--- src/rtl/scope_uart_framer.sv ---
// Captures a 2**ADDR_W block of ADC samples on arm, then frames it out to the UART
// transmitter as SYNC, LEN, payload[, checksum]. Checksum byte built only with SCOPE_FRAMER_CHECKSUM_EN.
//
// state    | meaning
// IDLE     | waiting for arm
// CAPTURE  | writing qualified samples into the buffer
// SYNC     | sending SYNC_BYTE
// LEN      | sending DEPTH-1
// DATA     | sending buffer contents in order
// CSUM     | sending the checksum (checksum build only)
// DRAIN    | waiting for the last byte to leave the transmitter
module scope_uart_framer #(
  parameter int          ADDR_W    = 8,
  parameter logic [7:0]  SYNC_BYTE = 8'hA5
) (
  input  logic       i_clk,
  input  logic       i_rst_n,
  input  logic       i_arm,
  input  logic       i_smp_valid,
  input  logic [7:0] i_smp_data,
  input  logic       i_txd_busy,
  output logic       o_txd_start,
  output logic [7:0] o_txd_data,
  output logic       o_busy,
  output logic       o_frame_done
);

  localparam int                DEPTH    = 2**ADDR_W;
  localparam logic [7:0]        LEN_BYTE = 8'(DEPTH - 1);
  localparam logic [ADDR_W-1:0] LAST_PTR = '1;

  typedef enum logic [2:0] {
    ST_IDLE, ST_CAPTURE, ST_SYNC, ST_LEN, ST_DATA, ST_CSUM, ST_DRAIN
  } state_t;

  state_t            r_state;
  state_t            w_next;
  logic [ADDR_W-1:0] r_wptr;
  logic [ADDR_W-1:0] r_rptr;
  logic [7:0]        r_buf [DEPTH];
  logic              r_txd_start;
  logic [7:0]        r_txd_data;
  logic              w_can_send;
  logic              w_send;
  logic              w_wr;
  logic [7:0]        w_send_byte;
  logic [7:0]        w_rd_byte;
`ifdef SCOPE_FRAMER_CHECKSUM_EN
  logic [7:0]        r_csum;
`endif

  // The transmitter raises busy a cycle late, so the cycle after a start is always skipped.
  assign w_can_send  = !i_txd_busy && !r_txd_start;
  assign w_rd_byte   = r_buf[r_rptr];
  assign o_txd_start = r_txd_start;
  assign o_txd_data  = r_txd_data;

  always_ff @(posedge i_clk or negedge i_rst_n) begin
    if (!i_rst_n) r_state <= ST_IDLE;
    else          r_state <= w_next;
  end

  always_comb begin
    w_next = r_state;
    case (r_state)
      ST_IDLE:    if (i_arm) w_next = ST_CAPTURE;
      ST_CAPTURE: if (i_smp_valid && (r_wptr == LAST_PTR)) w_next = ST_SYNC;
      ST_SYNC:    if (w_can_send) w_next = ST_LEN;
      ST_LEN:     if (w_can_send) w_next = ST_DATA;
      ST_DATA: begin
        if (w_can_send && (r_rptr == LAST_PTR)) begin
`ifdef SCOPE_FRAMER_CHECKSUM_EN
          w_next = ST_CSUM;
`else
          w_next = ST_DRAIN;
`endif
        end
      end
`ifdef SCOPE_FRAMER_CHECKSUM_EN
      ST_CSUM:    if (w_can_send) w_next = ST_DRAIN;
`endif
      ST_DRAIN:   if (w_can_send) w_next = ST_IDLE;
      default:    w_next = ST_IDLE;
    endcase
  end

  always_comb begin
    o_busy       = (r_state != ST_IDLE);
    o_frame_done = (r_state == ST_DRAIN) && w_can_send;
    w_wr         = (r_state == ST_CAPTURE) && i_smp_valid;
    w_send       = 1'b0;
    w_send_byte  = 8'h00;
    case (r_state)
      ST_SYNC: begin
        w_send      = w_can_send;
        w_send_byte = SYNC_BYTE;
      end
      ST_LEN: begin
        w_send      = w_can_send;
        w_send_byte = LEN_BYTE;
      end
      ST_DATA: begin
        w_send      = w_can_send;
        w_send_byte = w_rd_byte;
      end
`ifdef SCOPE_FRAMER_CHECKSUM_EN
      ST_CSUM: begin
        w_send      = w_can_send;
        w_send_byte = r_csum;
      end
`endif
      default: ;
    endcase
  end

  always_ff @(posedge i_clk or negedge i_rst_n) begin
    if (!i_rst_n) begin
      r_txd_start <= 1'b0;
      r_txd_data  <= 8'h00;
      r_wptr      <= '0;
      r_rptr      <= '0;
    end else begin
      r_txd_start <= w_send;
      if (w_send) r_txd_data <= w_send_byte;

      if ((r_state == ST_IDLE) && i_arm) r_wptr <= '0;
      else if (w_wr)                     r_wptr <= r_wptr + 1'b1;

      if ((r_state == ST_IDLE) && i_arm)        r_rptr <= '0;
      else if ((r_state == ST_DATA) && w_send)  r_rptr <= r_rptr + 1'b1;
    end
  end

`ifdef SCOPE_FRAMER_CHECKSUM_EN
  always_ff @(posedge i_clk or negedge i_rst_n) begin
    if (!i_rst_n)                             r_csum <= 8'h00;
    else if ((r_state == ST_LEN) && w_send)   r_csum <= LEN_BYTE;
    else if ((r_state == ST_DATA) && w_send)  r_csum <= r_csum + w_rd_byte;
  end
`endif

  // Sample buffer is deliberately left out of reset.
  always_ff @(posedge i_clk) begin
    if (w_wr) r_buf[r_wptr] <= i_smp_data;
  end

endmodule

--- config.mk ---
export PLATFORM = sky130hd
export DESIGN_NAME = scope_uart_framer
export DESIGN_NICKNAME = d
export VERILOG_FILES = /design/src/rtl/scope_uart_framer.sv
export SDC_FILE = /design/constraint.sdc
export NUM_CORES = 2
export LEC_CHECK = 0
export CAP_MARGIN = 20
export CORE_ASPECT_RATIO = 2
export CORE_MARGIN = 2
export CORE_UTILIZATION = 50
export CTS_CLUSTER_SIZE = 24
export DETAILED_ROUTE_END_ITERATION = 10
export GPL_TIMING_DRIVEN = 1
export PLACE_DENSITY = 0.65
export SLEW_MARGIN = 5
export SYNTH_ARGS = -nofsm -noshare
export SYNTH_HDL_FRONTEND = slang
export SYNTH_SLANG_ARGS = --single-unit
--- constraint.sdc ---
create_clock -name i_clk -period 3.37 [get_ports i_clk]
set_input_delay 0.5055 -clock i_clk [delete_from_list [all_inputs] [get_ports i_clk]]
set_output_delay 0.5055 -clock i_clk [all_outputs]
set_load 0.01 [all_outputs]
### Yosys cells after proc, flatten, opt, wreduce, memory -nomap -nowiden

Memories as Yosys holds them, arrays and structs flattened.
Index checks and enable logic that the tools add are counted.
Widths: inputs -> output; s select.

| storage, ports and cells | value |
|---|---|
| register bits after elaboration | 28 |
| ROM bits | 0 |
| memories | 1 |
| logic and storage cells | 51 |
| output and inout port bits | 11 |
| bits in latches | 0 |
| RAM bits | 2,048 |

Memories:

| memory | words | bits a word | rd ports | clocked after memory_dff | write ports | line | text |
|---|---|---|---|---|---|---|---|
| r_buf | 256 | 8 | 1 | 0 | 1 | 40 | `logic [7:0] r_buf [DEPTH];` |

| operators by class | value |
|---|---|
| add/subtract/negate cells | 2 |
| magnitude comparators | 0 |
| div/mod/pow operators | 0 |
| mux-type cells | 15 |
| eq/ne operators | 13 |
| $mul | 0 |
| reductions and logical operators | 15 |
| bitwise gates (word level) | 0 |
| shift operators | 0 |

Operator list:

| kind | number |
|---|---|
| $mux 8 | 4 |
| $pmux 8 s3 | 1 |
| $mux 3 | 6 |
| $pmux 3 s6 | 1 |
| $add 8x1->8 const B | 2 |
| $eq 8x8->1 const B | 2 |
| $ne 2x2->1 const B | 6 |
| $logic_and 1x1->1 | 7 |
| $eq 3x2->1 const B | 2 |
| $eq 3x3->1 const B | 2 |
| $reduce_and 6->1 | 1 |
| $reduce_bool 2->1 | 2 |
| $eq 3x1->1 const B | 1 |
| $logic_not 3->1 | 1 |
| $mux 1 | 3 |
| $reduce_bool 3->1 | 1 |
| $reduce_or 3->1 | 1 |
| $logic_not 1->1 | 2 |

### Longest topological paths before layout

| depth | value |
|---|---|
| word-level depth | 6 |
| mapped depth | 13 |
| mapped depth without buffers | 7 |

### Worst setup path after synthesis

No wires, ideal clock.

| path | value |
|---|---|
| path kind | reg2reg |
| start point | register r_rptr[0] |
| end point | register r_txd_data[1] (netlist: o_txd_data[1]) |
| setup slack | 742 ps |
| required time | 3,244 ps |
| clock period less this slack | 2,628 ps |
| setup time | 126 ps |
| cell stages (with the launch flop) | 10 |
| arrival time | 2,502 ps |
| path through | dfrtp_1 -> buf_4 -> buf_4 -> buf_2 -> mux4_2 -> a221oi_1 -> o22ai_1 -> nor4_1 -> a21oi_1 -> a221o_1 |

| on the way | value |
|---|---|
| longest elaborated chain between the ends | 2 |

RTL lines:

| item | line | text |
|---|---|---|
| start: declaration | 39 | `logic [ADDR_W-1:0] r_rptr;` |
| start signal: assignment | 130 | `else if ((r_state == ST_DATA) && w_send) r_rptr <= r_rptr + 1'b1;` |
| $mem_v2 256x8 | -- |  |
| $pmux 8 s3 | 93 | `case (r_state)` |
| end signal: assignment | 124 | `if (w_send) r_txd_data <= w_send_byte;` |
| end: declaration | 42 | `logic [7:0] r_txd_data;` |

No other way between the ends.
A chain may end at the register's enable or synchronous reset.

### Worst setup path after layout

| path | value |
|---|---|
| start point | register r_rptr[1] |
| end point | register r_txd_data[3] (netlist: o_txd_data[3]) |

Same word-level chain as after synthesis.

==> flow_summary.yaml <==
timing:
  tightest_slew_ns: 1.10
  slew_headroom: 0.269
  finalSetupTns_ns: -0.0144
  hold_viol: 0
  finalCritPeriodShare: 1.00
  drv_slew: 0
  whs_ns: 0.0814
  period_needed_ns: 3.38
  worst_slack_ns: -0.0144
  setup_viol: 1
  clock.fmax_ghz: 0.295
  skew_ns: 0.0479
  rsz0062_at_grt: "false"
floorplan:
  die_area_mm2: 0.165
  fp.dieW_um: 288
  io_pins: 24
  die_y_um: 573
  fp-row-count: 208
  coreArea_mm2: 0.161
  start_util: 0.504
place:
  place_inst: 6388
  io_buffers: 23
  globalplace.congestion: 0.931
  dp_slack_ns: -0.192
  dp_hpwl_um: 152000
  dpl-instance-area_mm2: 0.0876
worst_setup_path:
  endpoint_kind: "register"
  path_class: "reg2reg"
  rr_worst_depth: 8
  worstPathArrival_ns: 4.11
  crit_required_ns: 4.10
  worstPathMaxFanout: 36
  start_kind: "register"
pwr:
  power_frac_seq: 0.559
  switching_power_mw: 11.2
  combPwrFrac: 0.051
  ir_drop_uv: 345
  power_switching_share: 0.218
  clkPwrFrac: 0.390
  cell_internal_pwr_mw: 40.1
  power.density_mw_per_mm2: 550
  leakage_nw: 29.1
synth:
  synth.avg_cell_area_um2: 20.6
  synth_cell_types: 66
  yosys_warnings: 0
  synth_nets: 3943
  ys_seq_area_frac: 0.769
  netlist_area_mm2: 0.0809
  synth_edf_count: 2048
  yosys.area.top_type: "edfxtp_1"
  synth_flop_cell: "edfxtp_1"
  ys_ff_latch: 2076
  synthTopCellsByArea: "edfxtp_1, mux4_2, mux2i_1, nor2_1, dfrtp_1"
  yosys.area.top_type_share: 0.760
  async_flop_share: 0.0135
  synthCells: 3925
cells_and_area:
  layout.cells.most_common: "edfxtp_1"
  drive_gt1_frac: 0.291
  syn_to_final_growth_pct: 15.3
  fin_area_mm2: 0.0933
  nNetsFinal: 4494
  final_cell_mix: "edfxtp_1, buf_4, mux4_2"
  fillers: 11500
  stdcell_count: 6705
clock_tree:
  cts_buffer_depth: 4
  clk_pin_slew_ns: 0.07
  ctsHoldBuffers: 0
  cts_inserted_buffers: 176
  clockRootBuffer: "clkbuf_16"
  h-tree-depth: 4
  clock_sinks: 2076
  insertion_delay_ns: 0.85
  cts_tree: "yes"
global_route:
  antenna_found_initial: 2
  grt_pass1_wl_um: 319000
  overflow: 0
  grtUsageTotal: 0.275
  grt_pass1_vias: 43700
  grt_max_degree: 108
detailed_routing:
  drtPass1Iterations: 8
  drt_iter0_drc: 4711
  antenna_left: 0
  wl_met2_um: 120000
  wl_um: 226000
  drt-met1-wl_um: 73700
  wl_met3_um: 14600
  post_drt_wl_per_cell_um: 33.7
  drc: 0
  avgViaCountPerCell: 6.30
  vias: 42300
  highest_layer: "met5"
run:
  maxCapViolCount: 0
worst_hold_path:
  hold_path_class: "in2async"
outcome:
  violations: "negative setup slack"
  outcome: "finished, violations left"
worst paths after layout:
path / start / to / slack (ns)
setup / recovery: r_rptr[1]$_DFFE_PN0P_ / o_txd_data[3]$_DFFE_PN0P_ / -0.01
hold / removal: i_rst_n / r_rptr[2]$_DFFE_PN0P_ / 0.08
setup reg to reg: r_rptr[1]$_DFFE_PN0P_ / o_txd_data[3]$_DFFE_PN0P_ / -0.01
hold reg to reg: r_wptr[0]$_DFFE_PN0P_ / r_wptr[0]$_DFFE_PN0P_ / 0.57
max in group asynchronous: i_rst_n / r_rptr[1]$_DFFE_PN0P_ / 2.47
min in group i_clk: i_smp_data[4] / r_buf[11][4]$_DFFE_PP_ / 0.21
synthesized netlist by cell type, drive strengths merged, types with 31 or more instances:
| cell type | instances |
|---|---|
| o21ai | 39 |
| mux2i | 208 |
| o221ai | 36 |
| buf | 124 |
| nand2 | 103 |
| a221oi | 34 |
| a22oi | 73 |
| o22ai | 36 |
| nor3 | 31 |
| clkbuf | 115 |
| mux4 | 438 |
| nor2 | 301 |
| edfxtp | 2048 |
| a21oi | 75 |
cell families (layout without fill, tap and decap cells):
family	after synthesis	after routing	synth area share
flops	2076	2076	0.769
mux	662	662	0.150
simple gates	529	529	0.0277
compound gates	392	392	0.0342
buf+inv	249	925	0.0174
xor+xnor	12	12	0.00130
fa+ha+maj	5	5	0.000773
other cells	0	4	0
layout make-up:
type	instances	area [µm²]	share of cell area
Sequential cell	2076	62200	0.667
Multi-Input combinational cell	1600	17400	0.187
Clock buffer	199	4530	0.0486
Antenna cell	4	10.0	0.000107
Timing Repair Buffer	612	5490	0.0589
Tap cell	2100	2630	0.0282
Inverter	10	42.5	0.000456
Clock inverter	104	985	0.0106
worst max-delay path, stage by stage, from the launching register on:
cell	delay (ns)
dfrtp_4	0.53
buf_12	0.17
buf_12	0.24
mux4_2	0.36
mux4_2	0.56
and3_1	0.24
a311oi_2	0.32
nand4_1	0.39
a221o_1	0.41
power groups by stage:
stage / Sequential (mW) / Combinational (mW) / Clock, mW
6_report: 28.7 / 2.61 / 20.0
5_1_grt: 28.7 / 2.63 / 21.2
4_1_cts: 28.7 / 2.55 / 20.3
3_5_place_dp: 29.2 / 2.55 / 0
3_3_place_gp: 29.2 / 2.52 / 0
2_1_floorplan: 29.2 / 0.749 / 0
stage by stage:
| stage | power (mW) | util |
|---|---|---|
| after floorplan | 29.9 | - |
| after global placement | 31.7 | 0.546 |
| after detailed placement | 31.8 | 0.546 |
| after CTS | 51.5 | 0.580 |
| after global routing | 52.5 | 0.581 |
| final | 51.3 | 0.581 |
repair_timing:
item                                    CTS  global route
endpoints found under the setup margin    3             4
setup buffers                             0             7
pin swaps                                 1             3
resized for setup                         4            12
gates cloned                              0             3
flip-flops by register name (all words and copies together), names as in the netlist:
register / flops
r_wptr: 8
r_buf: 2048
o_txd_data: 8
o_txd_start: 1
r_rptr: 8
r_state: 3
per-layer routing:
layer  global-route usage  vias to the layer above
met5                    0                        -
met4                0.187                        2
met3               0.0361                      594
met2                0.484                     1967
met1                0.310                    22400
li1                     -                    17400
(Power assumes the default switching activity.)
